<file path="src/rtl/seven_seg_scan_ctrl_if.sv">
// Wishbone slave bundle for seven_seg_scan_ctrl.
// The bus master drives the request half; the scan controller returns ack and read data.
interface seven_seg_scan_ctrl_if;
    logic        wbs_stb_i;
    logic        wbs_cyc_i;
    logic        wbs_we_i;
    logic [3:0]  wbs_sel_i;
    logic [31:0] wbs_adr_i;
    logic [31:0] wbs_dat_i;
    logic        wbs_ack_o;
    logic [31:0] wbs_dat_o;

    modport master (
        output wbs_stb_i, wbs_cyc_i, wbs_we_i, wbs_sel_i, wbs_adr_i, wbs_dat_i,
        input  wbs_ack_o, wbs_dat_o
    );

    modport slave (
        input  wbs_stb_i, wbs_cyc_i, wbs_we_i, wbs_sel_i, wbs_adr_i, wbs_dat_i,
        output wbs_ack_o, wbs_dat_o
    );
endinterface

</file>
<file path="src/rtl/seven_seg_scan_ctrl.sv">
// Multiplexed seven-segment scan controller with Wishbone register window and PWM dimming.
// Optional SEVEN_SEG_SHADOW_EN latches DATA/DP at each frame start to avoid tearing.
module seven_seg_scan_ctrl #(
    parameter logic [31:0] ADDR_BASE    = 32'h3000_0010,
    parameter int          NUM_DIGITS   = 4,
    parameter int          BLANK_CYCLES = 2
) (
    input  logic                  wb_clk_i,
    input  logic                  wb_rst_i,
    seven_seg_scan_ctrl_if.slave  wbs,
    output logic [6:0]            seg_out,
    output logic                  dp_out,
    output logic [NUM_DIGITS-1:0] digit_en
);
    // IDLE: outputs off, idx 0 | DWELL: current digit lit | BLANK: all off between digits
    typedef enum logic [1:0] {S_IDLE = 2'd0, S_DWELL = 2'd1, S_BLANK = 2'd2} state_t;

    state_t      r_state, w_state_nxt;
    logic        r_en, r_inv;
    logic [3:0]  r_bright;
    logic [15:0] r_period, w_period_eff;
    logic [31:0] r_data, w_data_nxt, w_data_src;
    logic [7:0]  r_dp, w_dp_nxt, w_dp_src;
    logic [15:0] r_dcnt, w_dcnt_nxt;
    logic [3:0]  r_bcnt, w_bcnt_nxt;
    logic [2:0]  r_idx, w_idx_nxt;
    logic [7:0]  r_frame, w_frame_nxt;
    logic [3:0]  r_pwm;
    logic        r_ack;
    logic [31:0] r_dat, w_rd;
    logic [31:0] w_off;
    logic [2:0]  w_word;
    logic        w_hit, w_acc, w_wr;
    logic [6:0]  w_seg_o;
    logic        w_dp_o;
    logic [NUM_DIGITS-1:0] w_en_o;
    logic [3:0]  w_nib;

    assign w_off  = wbs.wbs_adr_i - ADDR_BASE;
    assign w_hit  = (w_off < 32'h14) && (w_off[1:0] == 2'b00);
    assign w_word = w_off[4:2];
    // ack low is the only window in which a new access can be taken
    assign w_acc  = wbs.wbs_cyc_i & wbs.wbs_stb_i & w_hit & ~r_ack;
    assign w_wr   = w_acc & wbs.wbs_we_i;

    assign wbs.wbs_ack_o = r_ack;
    assign wbs.wbs_dat_o = r_dat;

    always_comb begin
        w_data_nxt = r_data;
        w_dp_nxt   = r_dp;
        if (w_wr && w_word == 3'd2) begin
            for (int i = 0; i < 4; i++) begin
                if (wbs.wbs_sel_i[i]) w_data_nxt[8*i +: 8] = wbs.wbs_dat_i[8*i +: 8];
            end
        end
        if (w_wr && w_word == 3'd3 && wbs.wbs_sel_i[0]) w_dp_nxt = wbs.wbs_dat_i[7:0];
    end

    always_comb begin
        w_rd = '0;
        case (w_word)
            3'd0:    w_rd = {20'h0, r_bright, 6'h0, r_inv, r_en};
            3'd1:    w_rd = {16'h0, r_period};
            3'd2:    w_rd = r_data;
            3'd3:    w_rd = {24'h0, r_dp};
            3'd4:    w_rd = {16'h0, r_frame, 3'b000, r_state, r_idx};
            default: w_rd = '0;
        endcase
    end

    always_ff @(posedge wb_clk_i) begin
        if (wb_rst_i) begin
            r_en     <= 1'b0;
            r_inv    <= 1'b0;
            r_bright <= '0;
            r_period <= '0;
            r_data   <= '0;
            r_dp     <= '0;
            r_ack    <= 1'b0;
            r_dat    <= '0;
            r_pwm    <= '0;
        end else begin
            r_ack  <= w_acc;
            r_dat  <= (w_acc && !wbs.wbs_we_i) ? w_rd : 32'h0;
            r_pwm  <= r_pwm + 4'd1;
            r_data <= w_data_nxt;
            r_dp   <= w_dp_nxt;
            if (w_wr && w_word == 3'd0) begin
                if (wbs.wbs_sel_i[0]) begin
                    r_en  <= wbs.wbs_dat_i[0];
                    r_inv <= wbs.wbs_dat_i[1];
                end
                if (wbs.wbs_sel_i[1]) r_bright <= wbs.wbs_dat_i[11:8];
            end
            if (w_wr && w_word == 3'd1) begin
                if (wbs.wbs_sel_i[0]) r_period[7:0]  <= wbs.wbs_dat_i[7:0];
                if (wbs.wbs_sel_i[1]) r_period[15:8] <= wbs.wbs_dat_i[15:8];
            end
        end
    end

    assign w_period_eff = (r_period == 16'd0) ? 16'd1 : r_period;

    always_comb begin
        w_state_nxt = r_state;
        w_dcnt_nxt  = r_dcnt;
        w_bcnt_nxt  = r_bcnt;
        w_idx_nxt   = r_idx;
        w_frame_nxt = r_frame;
        if (!r_en) begin
            w_state_nxt = S_IDLE;
            w_dcnt_nxt  = '0;
            w_bcnt_nxt  = '0;
            w_idx_nxt   = '0;
        end else begin
            case (r_state)
                S_IDLE: begin
                    w_state_nxt = S_DWELL;
                    w_dcnt_nxt  = '0;
                    w_idx_nxt   = '0;
                end
                S_DWELL: begin
                    // compare against live PERIOD so a shrink mid-dwell ends it at once
                    if ({1'b0, r_dcnt} + 17'd1 >= {1'b0, w_period_eff}) begin
                        w_state_nxt = S_BLANK;
                        w_dcnt_nxt  = '0;
                        w_bcnt_nxt  = '0;
                    end else begin
                        w_dcnt_nxt = r_dcnt + 16'd1;
                    end
                end
                S_BLANK: begin
                    if (r_bcnt == 4'(BLANK_CYCLES - 1)) begin
                        w_state_nxt = S_DWELL;
                        w_bcnt_nxt  = '0;
                        if (r_idx == 3'(NUM_DIGITS - 1)) begin
                            w_idx_nxt   = '0;
                            w_frame_nxt = r_frame + 8'd1;
                        end else begin
                            w_idx_nxt = r_idx + 3'd1;
                        end
                    end else begin
                        w_bcnt_nxt = r_bcnt + 4'd1;
                    end
                end
                default: w_state_nxt = S_IDLE;
            endcase
        end
    end

    always_ff @(posedge wb_clk_i) begin
        if (wb_rst_i) begin
            r_state <= S_IDLE;
            r_dcnt  <= '0;
            r_bcnt  <= '0;
            r_idx   <= '0;
            r_frame <= '0;
        end else begin
            r_state <= w_state_nxt;
            r_dcnt  <= w_dcnt_nxt;
            r_bcnt  <= w_bcnt_nxt;
            r_idx   <= w_idx_nxt;
            r_frame <= w_frame_nxt;
        end
    end

`ifdef SEVEN_SEG_SHADOW_EN
    logic [31:0] r_data_sh;
    logic [7:0]  r_dp_sh;
    logic        w_load_sh;

    // takes the post-write value so a write on the frame-start edge lands in this frame
    assign w_load_sh = (w_state_nxt == S_DWELL) && (r_state != S_DWELL) && (w_idx_nxt == 3'd0);

    always_ff @(posedge wb_clk_i) begin
        if (wb_rst_i) begin
            r_data_sh <= '0;
            r_dp_sh   <= '0;
        end else if (w_load_sh) begin
            r_data_sh <= w_data_nxt;
            r_dp_sh   <= w_dp_nxt;
        end
    end

    assign w_data_src = r_data_sh;
    assign w_dp_src   = r_dp_sh;
`else
    assign w_data_src = r_data;
    assign w_dp_src   = r_dp;
`endif

    always_comb begin
        w_nib   = w_data_src[{r_idx, 2'b00} +: 4];
        w_seg_o = '0;
        w_dp_o  = 1'b0;
        w_en_o  = '0;
        if (r_state == S_DWELL) begin
            w_en_o = NUM_DIGITS'(1) << r_idx;
            if (r_pwm <= r_bright) begin
                w_dp_o = w_dp_src[r_idx];
                case (w_nib)
                    4'h0: w_seg_o = 7'b0111111;
                    4'h1: w_seg_o = 7'b0000110;
                    4'h2: w_seg_o = 7'b1011011;
                    4'h3: w_seg_o = 7'b1001111;
                    4'h4: w_seg_o = 7'b1100110;
                    4'h5: w_seg_o = 7'b1101101;
                    4'h6: w_seg_o = 7'b1111101;
                    4'h7: w_seg_o = 7'b0000111;
                    4'h8: w_seg_o = 7'b1111111;
                    4'h9: w_seg_o = 7'b1101111;
                    4'hA: w_seg_o = 7'b1110111;
                    4'hB: w_seg_o = 7'b1111100;
                    4'hC: w_seg_o = 7'b0111001;
                    4'hD: w_seg_o = 7'b1011110;
                    4'hE: w_seg_o = 7'b1111001;
                    default: w_seg_o = 7'b1110001;
                endcase
            end
        end
    end

    always_ff @(posedge wb_clk_i) begin
        if (wb_rst_i) begin
            seg_out  <= '0;
            dp_out   <= 1'b0;
            digit_en <= '0;
        end else begin
            seg_out  <= w_seg_o ^ {7{r_inv}};
            dp_out   <= w_dp_o ^ r_inv;
            digit_en <= w_en_o ^ {NUM_DIGITS{r_inv}};
        end
    end
endmodule

</file>
<file path="src/flat_wrapper.sv">
// flat-port wrapper written by rule: the top's interface ports become plain ports
module seven_seg_scan_ctrl_flat 
#(
    parameter logic [31:0] ADDR_BASE    = 32'h3000_0010,
    parameter int          NUM_DIGITS   = 4,
    parameter int          BLANK_CYCLES = 2
)
  (wb_clk_i, wb_rst_i, seg_out, dp_out, digit_en, wbs_wbs_stb_i, wbs_wbs_cyc_i, wbs_wbs_we_i, wbs_wbs_sel_i, wbs_wbs_adr_i, wbs_wbs_dat_i, wbs_wbs_ack_o, wbs_wbs_dat_o);
  seven_seg_scan_ctrl_if wbs_i ();
  input  logic wb_clk_i;
  input  logic wb_rst_i;
  output logic [6:0] seg_out;
  output logic dp_out;
  output logic [NUM_DIGITS-1:0] digit_en;
  input wire logic [$bits(wbs_i.wbs_stb_i)-1:0] wbs_wbs_stb_i;
  input wire logic [$bits(wbs_i.wbs_cyc_i)-1:0] wbs_wbs_cyc_i;
  input wire logic [$bits(wbs_i.wbs_we_i)-1:0] wbs_wbs_we_i;
  input wire logic [$bits(wbs_i.wbs_sel_i)-1:0] wbs_wbs_sel_i;
  input wire logic [$bits(wbs_i.wbs_adr_i)-1:0] wbs_wbs_adr_i;
  input wire logic [$bits(wbs_i.wbs_dat_i)-1:0] wbs_wbs_dat_i;
  output wire logic [$bits(wbs_i.wbs_ack_o)-1:0] wbs_wbs_ack_o;
  output wire logic [$bits(wbs_i.wbs_dat_o)-1:0] wbs_wbs_dat_o;
  assign wbs_i.wbs_stb_i = wbs_wbs_stb_i;
  assign wbs_i.wbs_cyc_i = wbs_wbs_cyc_i;
  assign wbs_i.wbs_we_i = wbs_wbs_we_i;
  assign wbs_i.wbs_sel_i = wbs_wbs_sel_i;
  assign wbs_i.wbs_adr_i = wbs_wbs_adr_i;
  assign wbs_i.wbs_dat_i = wbs_wbs_dat_i;
  assign wbs_wbs_ack_o = wbs_i.wbs_ack_o;
  assign wbs_wbs_dat_o = wbs_i.wbs_dat_o;
  seven_seg_scan_ctrl #(.ADDR_BASE(ADDR_BASE), .NUM_DIGITS(NUM_DIGITS), .BLANK_CYCLES(BLANK_CYCLES)) u_core (.wb_clk_i(wb_clk_i), .wb_rst_i(wb_rst_i), .wbs(wbs_i), .seg_out(seg_out), .dp_out(dp_out), .digit_en(digit_en));
endmodule
</file>
<file path="config.mk">
export PLATFORM = sky130hd
export DESIGN_NAME = seven_seg_scan_ctrl_flat
export DESIGN_NICKNAME = d
export VERILOG_FILES = /design/src/rtl/seven_seg_scan_ctrl_if.sv /design/src/rtl/seven_seg_scan_ctrl.sv /design/src/flat_wrapper.sv
export SDC_FILE = /design/constraint.sdc
export NUM_CORES = 1
export LEC_CHECK = 0
export BUFFER_PORTS_ARGS = -buffer_cell sky130_fd_sc_hd__buf_4
export CORE_MARGIN = 2
export CORE_UTILIZATION = 40
export DETAILED_ROUTE_END_ITERATION = 10
export GPL_ROUTABILITY_DRIVEN = 0
export GPL_TIMING_DRIVEN = 1
export PLACE_DENSITY = 0.64
export SYNTH_ARGS = -nofsm -noshare
export SYNTH_HDL_FRONTEND = slang
export SYNTH_SLANG_ARGS = --single-unit
export TNS_END_PERCENT = 50
</file>
<file path="constraint.sdc">
create_clock -name wb_clk_i -period 4.8 [get_ports wb_clk_i]
set_input_delay 0.48 -clock wb_clk_i [delete_from_list [all_inputs] [get_ports wb_clk_i]]
set_output_delay 0.48 -clock wb_clk_i [all_outputs]
set_load 0.02 [all_outputs]
</file>
==> flow_summary.toml <==
[die]
die_height_um = 144
die_area_sq_um = 20700
top_level_ports = 118
core_area_sq_um = 19300
die_x_um = 144
start_util_pct = 40.5
row_count = 51

[critical_path]
rr_startpoint = "u_core.r_dcnt[0]"
r2r-end = "u_core.r_dcnt[13]"
cp-end-kind = "flip-flop"
cp-start-kind = "flip-flop"
crit_type = "flip-flop to flip-flop"
crit_arrival_ns = 3.92
reg2reg_depth = 14
startpoint = "u_core.r_dcnt[0]"
worstPathMaxFanout = 11
r2r_setup_slack_ns = 1.25
cp.required_ns = 5.16

[timing]
setup-violations-final = 0
fin_crit_sh_pct = 74.0
rsz0062_at_grt = "no"
setup_ws_ns = 1.25
finClkSkew_ns = 0.0108
period_needed_ns = 3.55
finalHoldViolCount = 0
relSlewSlack_pct = 23.9
worst_pin_slew_ns = 1.14
fin_tns_setup_ns = 0
max_freq_mhz = 282
drv_slew = 0

[yosys]
yosysTopAreaCell = "dfxtp_1"
async_reset_ff_share_pct = 0
synth_top_cell_area_share_pct = 36.8
syn_nets = 993
synth_cell_types = 64
syn_inst = 883
avgSynthCellArea_sq_um = 8.88
yosysWarnings = 0
synth_commonest_cells = "dfxtp_1 (144), nor2_1 (87), nand2b_1 (54)"
synth_edf_count = 0
ys_seq_elements = 144
netlist_area_sq_um = 7840
ys_top_cells_by_area = "dfxtp_1 (37%), mux2i_1 (6.1%), ha_1 (5.9%)"
ys_seq_area_share_pct = 36.8
ys.flop_type = "dfxtp_1"
yosysMostFrequentCell = "dfxtp_1"

[cts]
cts_made_buffers = 17
htreeDepth = 4
clkTransAtPathRegs_ns = 0.07
clock_latency_ns = 0.43
root_buffer = "clkbuf_16"
post_cts_resized = 0
cts_hold_buf = 0
cts_setup_buffers = 0
cts_tree = "built"
cts.path.max_buffers = 2
clock_sinks = 144

[worst_hold_path]
min_to = "u_core.r_data[29]"
min_path_type = "input port to flip-flop"
hp-start = "wbs_wbs_dat_i[29]"
min_path_cells = 3

[grt]
grt_first_pass_wirelength_um = 34900
grt_max_degree = 53
grt_pass1_vias = 6618
grt_usage_pct = 21.7
grt-ovfl-total = 0
antenna_found_initial = 0

[route]
wl_per_cell_um = 17.5
route.detailed.drc = 0
drtIter0Drc = 599
drt_pass1_iterations = 5
drt_wl_total_um = 22000
vias_per_cell = 5.59
vias = 7033
ant_nets = 0

[placed_design]
io_buffers = 117
placed_area_sq_um = 8940
dp_slack_ns = 0.926
dpl.cell_count = 1227
hpwl_um = 16300

[layout]
layout-drive-gt1-share_pct = 19.6
areaGrowthSynthToFinish_pct = 21.6
design_area_sq_um = 9530
num-nets-final = 1091
fillers = 1839
antenna_cells = 0
instances_no_fill = 1259
seq_area_sq_um = 2880
multiInputGateArea_sq_um = 4580

[job]
maxCapViolCount = 0

[run_status]
status = "finished clean"

[power]
ir_drop_mv = 0.205
p_total_mw = 2.69
powerDensity_nw_per_um2 = 282
p_leak_nw = 3.71
kinds of logic (layout without fill, tap and decap cells):
family / Yosys count / count (layout) / share of synthesized area, %
XOR/XNOR: 30 / 30 / 3.35
flip-flops: 144 / 144 / 36.8
adder cells (fa/ha/maj): 37 / 37 / 5.90
buffers and inverters: 99 / 210 / 4.87
AND/OR/NAND/NOR: 340 / 340 / 23.5
multiplexers: 66 / 66 / 10.3
AO/OA/AOI/OAI: 167 / 167 / 15.3
placed cells by master (no fill, tap or decap), drive strengths merged, types with 37 or more instances in the layout:
master,count
nand4,44
nor2,87
buf,127
a21oi,52
inv,58
ha,37
nand2,41
dfxtp,144
nand2b,54
mux2i,48
report_power, final:
part	internal [mW]	switching, mW	leakage (nW)	total, mW
clock	0.742	0.593	0.293	1.34
combinational	0.0682	0.0916	2.26	0.160
sequential	1.20	0.00207	1.16	1.20
total	2.01	0.687	3.71	2.69
state kept, by name, summed over array words and instances (netlist names), 7 cells and up:
register	count
u_core.r_frame	8
u_core.r_dcnt	16
u_core.r_dp	8
u_core.r_period	16
u_core.wbs.wbs_dat_o	32
u_core.seg_out	7
u_core.r_data	32
metal layers:
metal | wire (um) | up-vias | global-route usage (%)
met5 | 0 | - | 0
met4 | 731 | 0 | 8.62
met3 | 1550 | 47 | 5.30
li1 | - | 3417 | -
met1 | 10000 | 3292 | 29.5
met2 | 9690 | 277 | 33.1
worst max-delay path: stages, from the launching register on:
cell      delay, ns
dfxtp_1        0.43
ha_1           0.21
nand3_1        0.18
nor3_1         0.43
nand4_1        0.17
xnor2_1        0.26
ha_1           0.29
a21oi_1        0.13
nor2b_1        0.08
a311oi_1       0.39
nand4_1        0.16
a21oi_1        0.16
buf_4          0.17
or2_2          0.25
a22o_1         0.17
worst max path at each step:
stage,to,slack (ns),cells after the start
final,u_core.r_dcnt[13],1.25,14
after floorplan,u_core.r_dcnt[5],1.37,13
after global routing,u_core.r_dcnt[14],0.72,14
after CTS,u_core.r_dcnt[13],1.27,14
after global placement,u_core.wbs.wbs_dat_o[1],1.00,10
after detailed placement,u_core.wbs.wbs_dat_o[1],0.93,10
cell type report:
type / count / area share (%)
Multi-Input combinational cell: 640 / 48.1
Sequential cell: 144 / 30.2
Timing Repair Buffer: 127 / 10.0
Clock buffer: 17 / 4.46
Tap cell: 265 / 3.48
Inverter: 51 / 2.01
Clock inverter: 15 / 1.76
through the flow:
step	hold WS (ns)	utilization, %
6_report	0.313	49.3
5_1_grt	0.313	49.3
2_1_floorplan	0.418	-
3_3_place_gp	0.434	46.2
4_1_cts	0.301	49.3
3_5_place_dp	0.434	46.2
No activity file was read; power rests on OpenSTA's default activity.
